$ cat src/rtl/multi_cycle_controller.sv
// multi_cycle_controller: multi-cycle RISC-V style control FSM with memory handshake
module multi_cycle_controller #(
  parameter int ALU_CTRL_W = 4,
  parameter int WAIT_EN = 1
) (
  input  logic clk,
  input  logic rst,
  input  logic [6:0] op,
  input  logic [2:0] funct3,
  input  logic funct7b5,
  input  logic zero,
  input  logic mem_ready,
  output logic pc_write,
  output logic adr_src,
  output logic mem_write,
  output logic ir_write,
  output logic reg_write,
  output logic instr_done,
  output logic illegal,
  output logic [1:0] result_src,
  output logic [1:0] alu_src_a,
  output logic [1:0] alu_src_b,
  output logic [2:0] imm_src,
  output logic [ALU_CTRL_W-1:0] alu_control,
  output logic [3:0] state
);
  localparam logic [3:0] FETCH = 4'd0, DECODE = 4'd1, MEMADR = 4'd2, MEMREAD = 4'd3,
                         MEMWB = 4'd4, MEMWRITE = 4'd5, EXECR = 4'd6, ALUWB = 4'd7,
                         EXECI = 4'd8, JAL = 4'd9, BRANCH = 4'd10, JALR = 4'd11,
                         LUI = 4'd12, TRAP = 4'd13;
  localparam logic [6:0] OP_LOAD = 7'b0000011, OP_STORE = 7'b0100011, OP_R = 7'b0110011,
                         OP_I = 7'b0010011, OP_JAL = 7'b1101111, OP_BR = 7'b1100011,
                         OP_JALR = 7'b1100111, OP_LUI = 7'b0110111;
  logic [3:0] nxt;
  logic [2:0] fn, alu_f;
  logic rdy, jalr_q, done_q;
  assign rdy = mem_ready | (WAIT_EN == 0);
  assign fn = funct3 == 3'b000 ? {2'b00, state == EXECR && funct7b5} :
              funct3 == 3'b111 ? 3'd2 : funct3 == 3'b110 ? 3'd3 :
              funct3 == 3'b100 ? 3'd4 : funct3 == 3'b010 ? 3'd5 :
              funct3 == 3'b001 ? 3'd6 : funct3 == 3'b101 ? 3'd7 : 3'd0;
  always_comb begin
    nxt = TRAP;
    case (state)
      FETCH: nxt = rdy ? DECODE : FETCH;
      DECODE: nxt = (op == OP_LOAD || op == OP_STORE) ? MEMADR : op == OP_R ? EXECR :
                    op == OP_I ? EXECI : op == OP_JAL ? JAL : op == OP_BR ? BRANCH :
                    op == OP_JALR ? JALR : op == OP_LUI ? LUI : TRAP;
      MEMADR: nxt = op == OP_STORE ? MEMWRITE : MEMREAD;
      MEMREAD: nxt = rdy ? MEMWB : MEMREAD;
      MEMWRITE: nxt = rdy ? FETCH : MEMWRITE;
      MEMWB, ALUWB, LUI: nxt = FETCH;
      EXECR, EXECI: nxt = funct3 == 3'b011 ? TRAP : ALUWB;
      JAL, JALR: nxt = ALUWB;
      BRANCH: nxt = funct3[2:1] == 2'b00 ? FETCH : TRAP;
      default: nxt = TRAP;
    endcase
  end
  // Every output is forced low while rst is asserted, independent of the clock
  always_comb begin
    pc_write = 1'b0;
    adr_src = 1'b0;
    mem_write = 1'b0;
    ir_write = 1'b0;
    reg_write = 1'b0;
    illegal = 1'b0;
    result_src = 2'd0;
    alu_src_a = 2'd0;
    alu_src_b = 2'd0;
    imm_src = 3'd0;
    alu_f = 3'd0;
    instr_done = rst & done_q;
    if (rst)
      case (state)
        FETCH: begin
          ir_write = rdy;
          pc_write = rdy;
          alu_src_b = 2'd2;
          result_src = 2'd2;
        end
        DECODE: begin
          alu_src_a = 2'd1;
          alu_src_b = 2'd1;
          imm_src = 3'd2;
        end
        MEMADR: begin
          alu_src_a = 2'd2;
          alu_src_b = 2'd1;
          imm_src = op == OP_STORE ? 3'd1 : 3'd0;
        end
        MEMREAD: adr_src = 1'b1;
        MEMWB: begin
          result_src = 2'd1;
          reg_write = 1'b1;
        end
        MEMWRITE: begin
          adr_src = 1'b1;
          mem_write = 1'b1;
        end
        EXECR, EXECI: begin
          alu_src_a = 2'd2;
          alu_src_b = state == EXECI ? 2'd1 : 2'd0;
          alu_f = fn;
        end
        ALUWB: begin
          reg_write = 1'b1;
          alu_src_a = jalr_q ? 2'd1 : 2'd0;
          alu_src_b = jalr_q ? 2'd2 : 2'd0;
          result_src = jalr_q ? 2'd2 : 2'd0;
        end
        JAL: begin
          alu_src_a = 2'd1;
          alu_src_b = 2'd2;
          imm_src = 3'd3;
          pc_write = 1'b1;
        end
        BRANCH: begin
          alu_src_a = 2'd2;
          alu_f = 3'd1;
          pc_write = funct3 == 3'b000 ? zero : funct3 == 3'b001 ? ~zero : 1'b0;
        end
        JALR: begin
          alu_src_a = 2'd2;
          alu_src_b = 2'd1;
          pc_write = 1'b1;
        end
        LUI: begin
          imm_src = 3'd4;
          result_src = 2'd3;
          reg_write = 1'b1;
        end
        TRAP: illegal = 1'b1;
        default: illegal = 1'b0;
      endcase
    alu_control = ALU_CTRL_W'(alu_f);
  end
  // jalr_q marks the ALUWB that writes the JALR link value
  always_ff @(posedge clk or negedge rst)
    if (!rst) begin
      state <= FETCH;
      jalr_q <= 1'b0;
      done_q <= 1'b0;
    end else begin
      state <= nxt;
      jalr_q <= state == JALR;
      done_q <= nxt == FETCH && state != FETCH;
    end
endmodule

$ cat config.mk
export PLATFORM = sky130hd
export DESIGN_NAME = multi_cycle_controller
export DESIGN_NICKNAME = d
export VERILOG_FILES = /design/src/rtl/multi_cycle_controller.sv
export SDC_FILE = /design/constraint.sdc
export NUM_CORES = 1
export LEC_CHECK = 0
export CAP_MARGIN = 15
export CORE_MARGIN = 2
export CORE_UTILIZATION = 26
export DETAILED_ROUTE_END_ITERATION = 16
export PLACE_DENSITY_LB_ADDON = 0.05
export SETUP_SLACK_MARGIN = 0.02
export SLEW_MARGIN = 20
export SYNTH_ARGS = -nofsm -noshare
export SYNTH_HDL_FRONTEND = slang
export SYNTH_SLANG_ARGS = --single-unit
$ cat constraint.sdc
create_clock -name clk -period 4.2 [get_ports clk]
set_input_delay 0.42 -clock clk [delete_from_list [all_inputs] [get_ports clk]]
set_output_delay 0.42 -clock clk [all_outputs]
set_load 0.01 [all_outputs]
Word-level counts from Yosys, hierarchy flattened --
Index checks and enable logic that the tools add are counted.
Storage, ports and cells: bits in registers 6, bits in latches 0, bits in writable memories 0, ROM bits 0, input port bits 15, output and inout port bits 24, word-level logic and storage cells 98, memories kept 0
Operators by class: add/sub/neg operators 0, $mul 0, divide/modulo/power cells 0, $lt $le $gt $ge 0, eq/ne operators 28, shift operators 0, mux-type cells 49, bitwise logic cells 2, reduce and logical (&&, ||, !) cells 16
Operator list (number):
- $mux 3 | 16
- $pmux 4 s9 | 1
- $eq 4x4->1 const B | 6
- $eq 7x6->1 const B | 3
- $eq 7x7->1 const B | 3
- $mux 1 | 18
- $eq 4x3->1 const B | 4
- $mux 4 | 4
- $pmux 2 s4 | 2
- $eq 3x3->1 const B | 4
- $pmux 3 s4 | 1
- $reduce_or 2->1 | 5
- $eq 4x2->1 const B | 2
- $logic_not 4->1 | 2
- $mux 2 | 4
- $eq 7x2->1 const B | 1
- $eq 7x5->1 const B | 1
- $eq 3x2->1 const B | 2
- $pmux 2 s3 | 1
- $pmux 3 s2 | 1
- $reduce_or 3->1 | 2
- $reduce_or 5->1 | 1
- $eq 4x1->1 const B | 1
- $reduce_bool 4->1 | 1
- other kinds (8) | 9

Logic depth before layout (Yosys ltp) --
Gate-level depths: netlist (run 1).
depth in word-level cells 11, mapped depth 6, depth with buffers taken out 5

Worst setup path after synthesis (run 1) --
Ideal clock, no wire load.
path type input to output, from in op[3], to out imm_src[0], arrival 1.688 ns, required time 3.780 ns, setup slack 2.092 ns, stages 4, buffers on the path 0, cell sequence nand3b_4 or4_4 or4_1 a21oi_1
On the way: cells in the longest elaborated chain, start to end 4
RTL lines:
- from (decl) | line 8 | input logic [6:0] op,
- $eq 7x6->1 | line 89 | imm_src = op == OP_STORE ? 3'd1 : 3'd0;
- $mux 1 | line 89
- $pmux 3 s4 | line 74 | case (state)
- $mux 3 | line 73 | if (rst)
- to (decl) | line 23 | output logic [2:0] imm_src,
Every way passes these cells.

Worst setup path in the final report (run 1) --
from reg state[2], to out alu_control[0]
On the way: cells in the longest elaborated chain, start to end 5, elaborated cells between the ends (all ways) 8, those cells by class eq/ne: 3; mux: 3; reduce/logical: 2
RTL lines:
- from (decl) | line 25 | output logic [3:0] state
- from (signal assigned) | line 144 | state <= nxt;
- $eq 4x3->1 | line 38, 74
- $logic_and 1x1->1 | line 38 | assign fn = funct3 == 3'b000 ? {2'b00, state == EXECR && funct7b5} :
- $mux 3 | line 38
- $pmux 3 s2 (*) | line 74
- $mux 3 (*) | line 73
- to (decl) | line 24 | output logic [ALU_CTRL_W-1:0] alu_control,
Every way passes the cells marked *; elsewhere a longest branch is shown, timed or not.

==> run summary, run 1 <==
Final Max Tran Viols: 0
placed instance area: 1274 um2
Routed WL: 2748 um
post-route design area: 1296 um2
CP arrival: 2670 ps
All-Layer GR Usage: 14.51%
hpwl dp: 2025 um
Post-Layout Cell Count: 207
Die Span X: 62.66 um
total number of vias: 1052
max_slew headroom: 49.38%
dpl cells: 204
# resized after CTS: 0
share of layout cells above drive strength 1: 5.590%
crit end category: output pin
Synth Register Bits: 6
H-tree depth: 1
Final #Nets: 178
clock slew at reported path FFs: 50 ps
Post-synth EDFFs: 0
leading area contributor after synthesis: dfrtp_1
first-pass GRT wire length: 4657 um
Finish-stage setup viols: 0
slowest CP cell: dfrtp_1
Max IR drop VDD: 319.6 uV
ranking of synthesized cells by area: dfrtp_1 17%, nor2_1 6.3%, o21ai_0 5.0%
most frequent cells after synthesis: 15 x nor2_1, 9 x o21ai_0, 8 x a21oi_1, 8 x nand3_1, 7 x nand2_1
period utilization: 73.50%
delay-heaviest family, CP: simple AND/OR/NAND/NOR gates
root buffer cell: clkbuf_4
Core Util, Final: 39.15%
PwrDens: 559.2 nW/um2
Final Skew: 3.766 ps
Cells after Synth: 132
IO Count: 39
Synth cell types: 49
Num CTS Buffers: 3
Register Area: 150.1 um2
Max Cap Violations: 0
drt drc: 0
setup TNS: 0 ps
Fin. Hold Viols: 0
Post-Syn Area: 894.6 um2
WP buf/inv: 1
number of global-route vias before repair: 959
hold_buf cts: 0
TritonCTS clock tree: yes
GR Overflow Total: 0
Crit Path Class: reg2out
crit path launch type: register
crit-path max cell delay: 720 ps
required time worst endpoint: 3780 ps
Post-CTS Setup Inserts: 0
worst slew pin tran: 759.3 ps
FMAX: 323.9 MHz
gpl congestion: 0.8150
syn avg cell area: 6.777 um2
post-synth top area share: 16.78%
CTS max path bufs: 2
LEAKAGE: 0.4781 nW
syn nets: 147
RSZ-0062 raised after global routing: false
DRT iter0 DRCs: 31
die area: 3926 um2
initial antenna violation count: 0
synthesis-to-layout area growth: 44.89%
most frequent cell after synthesis: nor2_1
fillers: 366
Avg WL per Cell: 13.28 um
vias per cell: 5.082
Critical Path, Cell by Cell: nor2b_1 -> a21oi_1 -> or3b_1 -> o21ai_1 -> clkdlybuf4s50_1
Primary FF master, synth: dfrtp_1
Tmin final: 3087 ps
ys async rst share: 100.0%
Hold Path Class: in2async
DIE HEIGHT: 62.66 um
Port Buffers: 37
status: finished clean
core box area: 3311 um2
Sinks on Clock Net: 6
Syn. warnings: 0
Max FO, Critical Path: 20
Routed Antenna Nets: 0
Seq/Total Area, Yosys: 16.78%
Initial Util: 27.02%
Detailed Routing Iterations Pass 1: 4
Site Rows: 21
Antenna diodes: 0
clock latency on the worst-skew pair: 250 ps
largest net degree at the start of global routing: 27
area of the multi-input gates: 673.1 um2
==> worst register-to-register path, stage by stage, from the launching register on <==
cell,delay [ps]
dfrtp_1,740
nor2b_1,440
mux2i_1,130
o21ai_0,250
a2bb2oi_1,280
nor4_2,80
==> flip-flops by register name, indices dropped and copies added, names as in the netlist <==
name    count
done_q      1
jalr_q      1
state       4
==> placed cells by master, fill, tap and decap left out, drive strengths merged, types with 3 or more instances in the layout <==
cell type and instances:
a21oi 8, a31oi 3, and3 5, clkbuf 3, clkdlybuf4s50 37, dfrtp 6, inv 6, nand2 7
nand2b 4, nand3 8, nor2 15, nor2b 5, nor3 6, o21ai 10
==> worst paths after layout <==
check                                    from                  to  slack (ps)  cells past startpoint
min in group clk           state[1]$_DFF_PN0_    jalr_q$_DFF_PN0_         920                      1
max in group asynchronous                 rst  state[0]$_DFF_PN0_        3150                      1
hold / removal                            rst    done_q$_DFF_PN0_         600                      1
hold reg to reg            state[1]$_DFF_PN0_    jalr_q$_DFF_PN0_         920                      1
setup / recovery           state[2]$_DFF_PN0_      alu_control[0]        1110                      5
setup reg to reg           state[3]$_DFF_PN0_    done_q$_DFF_PN0_        2170                      5
==> cell type report <==
cell class / count / share of cell area [%]
Clock buffer: 3 / 1.737
Tap cell: 46 / 4.440
Multi-Input combinational cell: 109 / 51.93
Inverter: 6 / 1.737
Timing Repair Buffer: 37 / 28.57
Sequential cell: 6 / 11.58
==> cells by family (layout without fill, tap and decap cells) <==
kind of cell | Yosys count | after routing | share of synthesized area, %
AOI/OAI and AO/OA | 37 | 37 | 27.27
xor gates and xnor gates | 4 | 4 | 3.917
buffers and inverters | 17 | 46 | 7.971
DFF | 6 | 6 | 16.78
muxes | 2 | 2 | 2.238
other | 1 | 1 | 0.4192
and+or+nand+nor | 65 | 65 | 41.40
==> per-layer routing <==
layer | share of wire, % | global-route usage [%] | up-vias | wire length, um
met5 | 0 | 0 | - | 0
met4 | 0.73 | 3.333 | 0 | 20
met3 | 5.5 | 4.324 | 2 | 151
met1 | 48 | 20.79 | 484 | 1311
met2 | 46 | 21.24 | 27 | 1265
li1 | - | - | 539 | -
==> stage by stage <==
stage | setup slack, ps | total power [mW] | hold WS [ps]
after floorplan | 2092 | 0.4767 | 124.4
after CTS | 1121 | 0.7283 | 609.6
final | 1113 | 0.7248 | 602.4
after detailed placement | 1127 | 0.6713 | 874.7
after global routing | 900.0 | 0.7976 | 634.3
after global placement | 1140 | 0.6785 | 858.0
==> report_power, final <==
| part | switching (mW) | internal (mW) |
|---|---|---|
| registers | 0.111 | 0.0811 |
| clock network | 0.0209 | 0.0323 |
| logic | 0.238 | 0.242 |
Power figures use the tool's default switching activity.
==> inputs of run 2 (changes only) <==
==> constraint.sdc (replaced) <==
create_clock -name clk -period 3 [get_ports clk]
set_input_delay 0.3 -clock clk [delete_from_list [all_inputs] [get_ports clk]]
set_output_delay 0.3 -clock clk [all_outputs]
set_load 0.01 [all_outputs]
==> run 2 against run 1 <==
Compared with the run above:
- non-clock buffer count grew 7
- worst hold slack got worse by 130 ps
- register-to-register slack got worse by 1100 ps
- sequential power about the same
- cell area rose by 4.1%
- combinational power rose by 68%
- via count is 7.8% higher
- sequential share of layout area is 0.45 points lower
- clock power up 43%
- total power is 48% higher
- utilization increased by 1.6 points
- largest power group unchanged
==> run summary, run 2 (synthesis gave the netlist of run 1 again) <==
Switching Fraction: 49.42%
Routed WL: 2809 um
most frequent cells in the layout: 37 x clkdlybuf4s50_1, 15 x nor2_1, 9 x o21ai_0, 8 x nand3_1, 8 x a21oi_1
core box area: 3311 um2
largest net degree at the start of global routing: 18
Design Power: 1.073 mW
Num CTS Buffers: 3
Port Buffers: 37
PwrDens: 795.4 nW/um2
setup TNS: 0 ps
H-tree depth: 1
sequential share of power: 18.0%
Avg WL per Cell: 13.13 um
Most flops, register: state
TritonCTS clock tree: yes
LEAKAGE: 0.5121 nW
hpwl dp: 2232 um
period utilization: 94.29%
Crit Path Class: in2out
capture point of the worst reg-to-reg path: done_q$_DFF_PN0_
share of layout cells above drive strength 1: 9.524%
worst-case reg-to-reg path depth: 6
Pint: 542.7 uW
dpl cells: 211
Comb power frac: 74.9%
R2R Path Start: state[0]$_DFF_PN0_
Site Rows: 21
clock slew at reported path FFs: 50 ps
Max Cap Violations: 0
status: finished clean
Clock Power Share: 7.1%
Worst setup startpoint: op[0]
Routed Antenna Nets: 0
max reg flops: 4
synthesis-to-layout area growth: 50.77%
drt drc: 0
flop-to-flop setup slack: 1060 ps
Die Span X: 62.66 um
DIE HEIGHT: 62.66 um
vias per cell: 5.299
Post-CTS Setup Inserts: 0
total number of vias: 1134
Detailed Routing Iterations Pass 1: 4
first-pass GRT wire length: 4947 um
Finish-stage setup viols: 0
Post-Layout Cell Count: 214
DRT iter0 DRCs: 32
GR Overflow Total: 0
Tmin final: 2829 ps
initial antenna violation count: 0
clock latency on the worst-skew pair: 250 ps
Antenna diodes: 0
Final Max Tran Viols: 0
Largest regs: state x4, done_q x1, jalr_q x1
RSZ-0062 raised after global routing: false
required time worst endpoint: 2700 ps
Final #Nets: 185
root buffer cell: clkbuf_4
crit path launch type: input port
CP arrival: 2530 ps
Initial Util: 27.02%
crit end category: output pin
# resized after CTS: 0
Final Skew: 8.075 ps
gpl congestion: 0.8490
IO Count: 39
Max FO, Critical Path: 4
CTS max path bufs: 2
Psw: 530.2 uW
FMAX: 353.5 MHz
Fin. Hold Viols: 0
hold_buf cts: 0
All-Layer GR Usage: 15.21%
die area: 3926 um2
Sinks on Clock Net: 6
Hold Path Class: in2async
number of global-route vias before repair: 1050
commonest non-fill, non-tap cell in the layout: clkdlybuf4s50_1
Max IR drop VDD: 513.6 uV
[run 2: changes by cell type in the layout (fill, tap and decap cells not counted), sizes merged]
cell  previous run  this run
buf              0         7
[run 2: metal layers]
metal  vias to the layer above  share of wire, %  wire length, um  global-route usage [%]
met5                         -                 0                0                       0
met4                         0              0.68               19                   3.611
met3                         2               7.6              213                   3.964
met2                        49                47             1307                   24.19
met1                       530                45             1269                   20.55
li1                        553                 -                -                       -
[run 2: worst max path at each step]
stage                 end  slack [ps]  depth (start not counted)
2_1_floorplan    pc_write        1130                          6
3_3_place_gp   imm_src[0]         180                          6
3_5_place_dp   imm_src[0]         160                          6
4_1_cts        imm_src[0]         160                          6
5_1_grt        imm_src[0]          90                          6
6_report       imm_src[0]         170                          6
[run 2: worst max-delay path, cell delays in order]
cell and delay, ps:
clkdlybuf4s50_1 520, nand3b_4 100, or4_4 490, or4_1 410
a21oi_1 150, clkdlybuf4s50_1 550
[run 2: layout make-up]
type,count,area (um2)
Clock buffer,3,22.52
Fill cell,369,1962
Inverter,6,22.52
Multi-Input combinational cell,109,673.1
Sequential cell,6,150.1
Tap cell,46,57.56
Timing Repair Buffer,44,422.9
[run 2: stage by stage]
| step | setup slack (ps) | utilization (%) | instance area, um2 | hold slack [ps] |
|---|---|---|---|---|
| after floorplan | 1125 | - | 894.6 | 4.409 |
| after global placement | 181.3 | 40.06 | 1326 | 754.0 |
| after detailed placement | 159.9 | 40.06 | 1326 | 757.5 |
| after CTS | 161.9 | 40.74 | 1349 | 480.6 |
| after global routing | 91.25 | 40.74 | 1349 | 484.2 |
| final | 171.3 | 40.74 | 1349 | 476.2 |
[run 2: power by group through the flow]
| stage | combinational [mW] | sequential (mW) | clock, mW |
|---|---|---|---|
| 2_1_floorplan | 0.516 | 0.151 | 0 |
| 3_3_place_gp | 0.814 | 0.195 | 0 |
| 3_5_place_dp | 0.803 | 0.193 | 0 |
| 4_1_cts | 0.807 | 0.192 | 0.0812 |
| 5_1_grt | 0.889 | 0.202 | 0.0887 |
| 6_report | 0.804 | 0.193 | 0.0760 |
==> inputs of run 3 (changes only) <==
--- a/config.mk
+++ b/config.mk
@@ -6,12 +6,11 @@
 export NUM_CORES = 1
 export LEC_CHECK = 0
 export CAP_MARGIN = 15
-export CORE_MARGIN = 2
 export CORE_UTILIZATION = 26
+export CTS_CLUSTER_DIAMETER = 150
 export DETAILED_ROUTE_END_ITERATION = 16
 export PLACE_DENSITY_LB_ADDON = 0.05
 export SETUP_SLACK_MARGIN = 0.02
-export SLEW_MARGIN = 20
 export SYNTH_ARGS = -nofsm -noshare
 export SYNTH_HDL_FRONTEND = slang
 export SYNTH_SLANG_ARGS = --single-unit
==> run 3 against run 2 <==
Compared with the run above:
- worst hold slack got worse by 150 ps
- cell count fell by 1.4%
- sequential power about the same
- count of clock-buffer cells in the layout unchanged
- combinational power fell by 2.7%
- highest routed layer unchanged
- register-to-register slack gained 20 ps
- critical endpoint unchanged
- via count is 4.1% lower
==> run summary, run 3 (synthesis gave the netlist of run 1 again) <==
Max IR drop VDD: 210.2 uV
clock slew at reported path FFs: 50 ps
core box area: 3153 um2
number of global-route vias before repair: 986
slowest CP cell: clkdlybuf4s50_1
crit end category: output pin
PwrDens: 780.6 nW/um2
Port Buffers: 37
area of the multi-input gates: 673.1 um2
All-Layer GR Usage: 15.89%
Sinks on Clock Net: 6
Switching Fraction: 48.99%
die area: 3680 um2
Site Rows: 20
DRT iter0 DRCs: 53
TritonCTS clock tree: yes
Core Util, Final: 42.46%
Most flops, register: state
Final #Nets: 184
Tmin final: 2858 ps
post-route design area: 1339 um2
Routed Antenna Nets: 0
Detailed Routing Iterations Pass 1: 4
Avg WL per Cell: 12.71 um
worst slew pin tran: 537.1 ps
drt drc: 0
largest net degree at the start of global routing: 20
clock latency on the worst-skew pair: 240 ps
CP arrival: 2560 ps
Final Skew: 5.478 ps
CTS max path bufs: 2
Max Cap Violations: 0
Finish-stage setup viols: 0
hpwl dp: 2067 um
Fin. Hold Viols: 0
Antenna diodes: 0
H-tree depth: 1
Die Span X: 60.66 um
DIE HEIGHT: 60.66 um
Max FO, Critical Path: 4
WP buf/inv: 2
gpl congestion: 0.8270
period utilization: 95.27%
fillers: 352
Hold Path Class: in2async
GR Overflow Total: 0
Num CTS Buffers: 3
Critical Path, Cell by Cell: clkdlybuf4s50_1 -> nand3b_4 -> or4_4 -> or4_1 -> a21oi_1 -> clkdlybuf4s50_1
share of layout cells above drive strength 1: 8.982%
pre-CTS WS: 136.4 ps
Routed WL: 2682 um
Pint: 533.1 uW
IO Count: 39
Psw: 512.0 uW
first-pass GRT wire length: 4409 um
RSZ-0062 raised after global routing: false
Largest regs: state x4, done_q x1, jalr_q x1
Final Max Tran Viols: 0
Register Area: 150.1 um2
setup TNS: 0 ps
sequential share of power: 18.2%
Clock Power Share: 7.0%
vias per cell: 5.152
hold_buf cts: 0
Min Hold Slack: 324.4 ps
LEAKAGE: 0.5071 nW
crit path launch type: input port
Final WS setup: 141.9 ps
max_slew headroom: 64.19%
most frequent cells in the layout: 37 x clkdlybuf4s50_1, 15 x nor2_1, 9 x o21ai_0, 8 x nand3_1, 8 x a21oi_1
Initial Util: 28.37%
status: finished clean
Post-CTS Setup Inserts: 0
Comb power frac: 74.8%
max reg flops: 4
delay-heaviest family, CP: buffers and inverters
root buffer cell: clkbuf_4
Crit Path Class: in2out
FMAX: 349.9 MHz
initial antenna violation count: 0
crit-path max cell delay: 550 ps
placed instance area: 1316 um2
most used cell, CP: clkdlybuf4s50_1
total number of vias: 1087
required time worst endpoint: 2700 ps
# resized after CTS: 0
commonest non-fill, non-tap cell in the layout: clkdlybuf4s50_1
synthesis-to-layout area growth: 49.65%
==> run 3: changes by cell type in the layout (fill, tap and decap cells not counted) <==
cell / change
buf_4: -1
==> run 3: layout make-up <==
type / instances / share of cell area [%]
Clock buffer: 3 / 1.682
Inverter: 6 / 1.682
Multi-Input combinational cell: 109 / 50.28
Sequential cell: 6 / 11.21
Tap cell: 44 / 4.112
Timing Repair Buffer: 43 / 31.03
==> run 3: path summary, 6_finish.rpt <==
| path | startpoint | end | slack (ps) | cells after the start |
|---|---|---|---|---|
| worst max-delay path | op[0] | imm_src[0] | 140 | 6 |
| worst max register to register | state[3]$_DFF_PN0_ | done_q$_DFF_PN0_ | 1080 | 6 |
| worst min-delay path | rst | state[2]$_DFF_PN0_ | 320 | 1 |
| min in group clk | op[1] | state[0]$_DFF_PN0_ | 810 | 4 |
| max in group asynchronous | rst | state[1]$_DFF_PN0_ | 2230 | 2 |
| worst min register to register | state[2]$_DFF_PN0_ | jalr_q$_DFF_PN0_ | 810 | 2 |
==> run 3: routing by layer <==
metal  wire length (um)  GRT usage, %
met1               1224         21.68
met2               1308         25.75
met3                130         2.559
met5                  0             0
met4                 19         4.870
==> run 3: per-stage QoR <==
stage / std cells / power, mW
after floorplan: 132 / 0.6674
final: 211 / 1.045
after global routing: 211 / 1.147
after CTS: 211 / 1.052
after detailed placement: 208 / 0.9724
after global placement: 208 / 0.9783
==> run 3: power groups by stage <==
| stage | logic, mW | registers [mW] | clock network (mW) |
|---|---|---|---|
| finish | 0.782 | 0.190 | 0.0734 |
| CTS | 0.787 | 0.189 | 0.0761 |
| global route | 0.865 | 0.200 | 0.0817 |
| floorplan | 0.516 | 0.151 | 0 |
| global placement | 0.786 | 0.192 | 0 |
| detailed placement | 0.782 | 0.190 | 0 |
==> edit 1 (settings of run 3) <==
`WAIT_EN`: 1 -> 0.
--- a/src/rtl/multi_cycle_controller.sv
+++ b/src/rtl/multi_cycle_controller.sv
@@ -2,5 +2,5 @@
 module multi_cycle_controller #(
   parameter int ALU_CTRL_W = 4,
-  parameter int WAIT_EN = 1
+  parameter int WAIT_EN = 0
 ) (
   input  logic clk,
Check against the original RTL: not equivalent (Yosys sat finds a counterexample within 4 cycles, from zero or initial values and one cycle with rst low).
==> edit 1 against run 3 <==
- synthesized area decreased by 0.98%
- final area decreased by 2.9%
- routed wire length decreased by 2.9%
- worst setup slack improved by 0.19 ns
- largest cell class unchanged
- highest routed layer unchanged
- sequential cell count unchanged
- core utilization decreased by 1.2 points
- total power increased by 2.7%
- clock skew increased by 0.0018 ns
==> edit 1: results (changes against run 3) <==
status finished, final reports clean; first-pass GRT wire length 4120 um (-6.6%); Worst Path Arrival 2.37 ns (-0.19 ns); antenna violations before repair 0 (unchanged); first-pass detailed-route iteration total 4 (unchanged); CP max FO 5 (+1); routability cong. 0.737 (-11%); overall routed net length 2600 um (-2.9%); Hold Path Class in -> async; Fin Hold WS 0.283 ns (-0.0416 ns); post_cts resized 0 (unchanged); post-synthesis cell type count 44 (-10%); Iter 0 DRT Violations 47 (-11%); post-CTS setup buffer count 0 (unchanged); vias in the first global route 885 (-10%); Post-Layout Cell Count 207 (-1.9%); Int Power 536 uW (+0.55%); GRT Total Usage 15.1% (-0.75 points); Root Driver clkbuf_4; Avg Inst Size Synth 6.81 sq um (+0.54%); Clk Latency, worst-skew pair ~0.25 ns; share of cells above drive strength 1 11.0% (+2.1 points); synth top area cells dfrtp_1, nor2_1, nor3_1; largest stage delay on the critical path 0.55 ns (about the same); fillers 369 (+4.8%); via/cell ratio 5.05 (-2.0%); IO buf count 36 (-2.7%); # H-tree levels 1 (unchanged); TritonCTS Buffers 3 (unchanged); Ys Warns 0 (unchanged); syn nets 145 (-1.4%); FFs w/ async S/R, synth 100% (unchanged); dpl hpwl 2020 um (-2.3%); clock slew at reported path FFs 0.05 ns (about the same); worst-case clock skew 0.00728 ns (+0.00180 ns); Worst R2R Setup Slack 1.18 ns (+0.10 ns); buffer depth of the longest clock path 2 (unchanged); Top Registers state: 4 flops, done_q: 1 flops, jalr_q: 1 flops; slew margin rel. 59.4% (-4.8 points); Seq/Total Area, Yosys 16.9% (+0.17 points); # diodes 0 (unchanged); VDD IR-drop max 189 uV (-9.8%); ys flop type dfrtp_1; final-stage net count 180 (-2.2%); leakage 0.000502 uW (-0.92%); slowest CP cell clkdlybuf4s50_1; Cells after DPL 204 (-1.9%); pin count of the biggest net entering global routing 27 (+35%); Synth top cells by count nor2_1, nor3_1, nand2_1, a21oi_1, buf_2
## edit 1: cell types whose count changed after synthesis, moves of 3 or more
cell,change
buf_2,+4
inv_1,-3
clkbuf_1,-3
nor2_1,+3
o21ai_0,-4
nor3_1,+4
## edit 1: cell families (layout without fill, tap and decap cells)
family | count (synthesis) | after routing | synth area share (%)
compound gates | 33 | 33 | 28.1
xor+xnor | 4 | 4 | 3.95
buf+inv | 18 | 51 | 11.2
flops | 6 | 6 | 16.9
mux | 1 | 1 | 1.13
other cells | 1 | 1 | 0.423
simple gates | 67 | 67 | 38.3
## edit 1: layout make-up
| type | instances | area (sq um) | area share [%] |
|---|---|---|---|
| clock buffer | 3 | 22.5 | 1.73 |
| timing repair buffer | 43 | 413 | 31.8 |
| tap | 44 | 55.1 | 4.23 |
| inverter | 5 | 22.5 | 1.73 |
| multi-input combinational | 106 | 637 | 49.0 |
| sequential | 6 | 150 | 11.5 |
## edit 1: worst max-delay path: cells and delay by family
kind,cells,cell delay (ns)
compound gates,1,0.15
buf+inv,2,1.06
simple gates,4,0.86
## edit 1: through the flow
step / setup slack (ns) / area [sq um] / power (uW) / util, %
after detailed placement: 0.317 / 1280 / 996 / 40.5
after global routing: 0.193 / 1300 / 1170 / 41.2
after floorplan: 1.14 / 886 / 703 / -
after global placement: 0.333 / 1280 / 993 / 40.5
after CTS: 0.311 / 1300 / 1080 / 41.2
final: 0.328 / 1300 / 1070 / 41.2
## edit 1: worst paths after layout
| kind | startpoint | endpoint | cells past startpoint |
|---|---|---|---|
| setup reg to reg | state[3] | done_q | 5 |
| setup / recovery | op[5] | imm_src[0] | 7 |
| max in group asynchronous | rst | jalr_q | 2 |
| min in group clk | state[0] | jalr_q | 2 |
| hold / removal | rst | state[3] | 1 |
| hold reg to reg | state[0] | jalr_q | 2 |
## edit 1: metal layers
layer | vias to the layer above | wire length (um) | part of all wire [%] | global-route usage, %
met4 | 0 | 19 | 0.73 | 4.98
met2 | 29 | 1280 | 49 | 24.5
met3 | 2 | 93 | 3.6 | 3.20
met1 | 474 | 1210 | 47 | 20.0
li1 | 540 | - | - | -
met5 | - | 0 | 0 | 0
## edit 1: power groups by stage
stage	logic [uW]	registers, uW	clock network (uW)
6_report	814	178	80.6
5_1_grt	898	188	88.7
4_1_cts	817	180	84.7
3_5_place_dp	815	182	0
3_3_place_gp	813	181	0
2_1_floorplan	554	149	0
==> edit 2 (settings of run 3) <==
Made on the original files. Reset style: synchronous (`rst`), changed in one clocked block.
--- a/src/rtl/multi_cycle_controller.sv
+++ b/src/rtl/multi_cycle_controller.sv
@@ -136,5 +136,5 @@
   end
   // jalr_q marks the ALUWB that writes the JALR link value
-  always_ff @(posedge clk or negedge rst)
+  always_ff @(posedge clk)
     if (!rst) begin
       state <= FETCH;
Function: differs if rst is asserted again (counterexample within 4 cycles, from zero or initial values and one cycle with rst low); with rst held inactive, the same outputs for 10 cycles.
==> edit 2 against run 3 <==
- clock skew shrank 0.00088 ns
- non-clock buffer count shrank 5
- sequential cell count is the same
- worst setup slack gained 0.042 ns
- fmax grew 1.5%
- routed wire length grew 0.41%
- final area shrank 3.8%
- synthesized area shrank 2.1%
- sequential share of layout area shrank 1.9 points
- total power shrank 13%
- cell count is the same
- largest power group unchanged
- via count shrank 2.1%
==> edit 2: results (changes against run 3) <==
Placed Area 1260 sq um (-3.9%); worst slack at placement 0.182 ns (+0.0460 ns); GRT Total Usage 16.0% (+0.14 points); Hold Path Class reg -> reg; syn nets 151 (+2.7%); Root Driver clkbuf_4; post-synthesis cell type count 45 (-8.2%); Seq/Total Area, Yosys 13.7% (-3.1 points); worst-case clock skew 0.00460 ns (-0.000878 ns); leakage 0.000446 uW (-12%); wire per inst 12.8 um (+0.41%); # H-tree levels 1 (unchanged); Int Power 464 uW (-13%); dpl hpwl 2050 um (-0.99%); Worst Path Arrival 2.52 ns (-0.04 ns); ys flop type dfxtp_1; share of cells above drive strength 1 4.19% (-4.8 points); Slew @ Worst Pin 0.719 ns (+0.182 ns); Synth top cells by count nor2_1, nand2_1, nor3_1, a21oi_1; fillers 347 (-1.4%); via count 1064 (-2.1%); status finished, final reports clean; first-pass GRT wire length 4340 um (-1.6%); pin count of the biggest net entering global routing 25 (+25%); VDD IR-drop max 345 uV (+64%); CP max FO 5 (+1); routability cong. 0.833 (+0.77%); synth top area cells dfxtp_1, nor2_1, nor3_1; Iter 0 DRT Violations 50 (-5.7%)
-- edit 2: kinds of logic (layout without fill, tap and decap cells) --
group,Yosys count,in the layout,synth area share [%]
other,1,1,0.428
multiplexers,1,1,1.14
AND/OR/NAND/NOR,78,78,48.3
buffers and inverters,16,47,7.57
AO/OA/AOI/OAI,31,31,25.9
flip-flops,6,6,13.7
XOR/XNOR,3,3,3.00
-- edit 2: area by class of cell --
| class | instances | area, sq um | share of cell area, % |
|---|---|---|---|
| tap | 44 | 55.1 | 4.28 |
| sequential | 6 | 120 | 9.33 |
| timing repair buffer | 38 | 378 | 29.3 |
| multi-input combinational | 114 | 689 | 53.5 |
| clock buffer | 3 | 22.5 | 1.75 |
| inverter | 6 | 22.5 | 1.75 |
-- edit 2: worst paths after layout --
| check | cells past startpoint | startpoint | endpoint | slack, ns |
|---|---|---|---|---|
| worst max-delay path | 6 | op[1] | imm_src[0] | 0.18 |
| worst min-delay path | 2 | state[0] | jalr_q | 0.78 |
| worst max register to register | 5 | state[1] | done_q | 0.82 |
| worst min register to register | 2 | state[0] | jalr_q | 0.78 |
-- edit 2: layer usage --
metal	share of wire (%)	track usage [%]	up-vias	routed length (um)
met4	1.7	6.98	0	46
met5	0	0	-	0
met2	43	24.0	34	1150
li1	-	-	554	-
met1	51	22.2	470	1370
met3	4.6	3.03	6	123
-- edit 2: per-stage QoR --
step / instances / total power, uW
floorplan: 136 / 578
global placement: 208 / 835
detailed placement: 208 / 829
CTS: 211 / 912
global route: 211 / 992
finish: 211 / 908
-- edit 2: power groups by stage --
stage	combinational, uW	clock (uW)	sequential [uW]
detailed placement	636	0	193
global placement	640	0	195
CTS	639	82.0	191
finish	637	77.1	193
floorplan	434	0	144
global route	699	91.5	202
-- edit 2: critical path: stages --
cell	delay (ns)
clkdlybuf4s50_1	0.52
nand3b_4	0.11
or4_1	0.54
or3_1	0.33
a21oi_1	0.16
clkdlybuf4s50_1	0.56
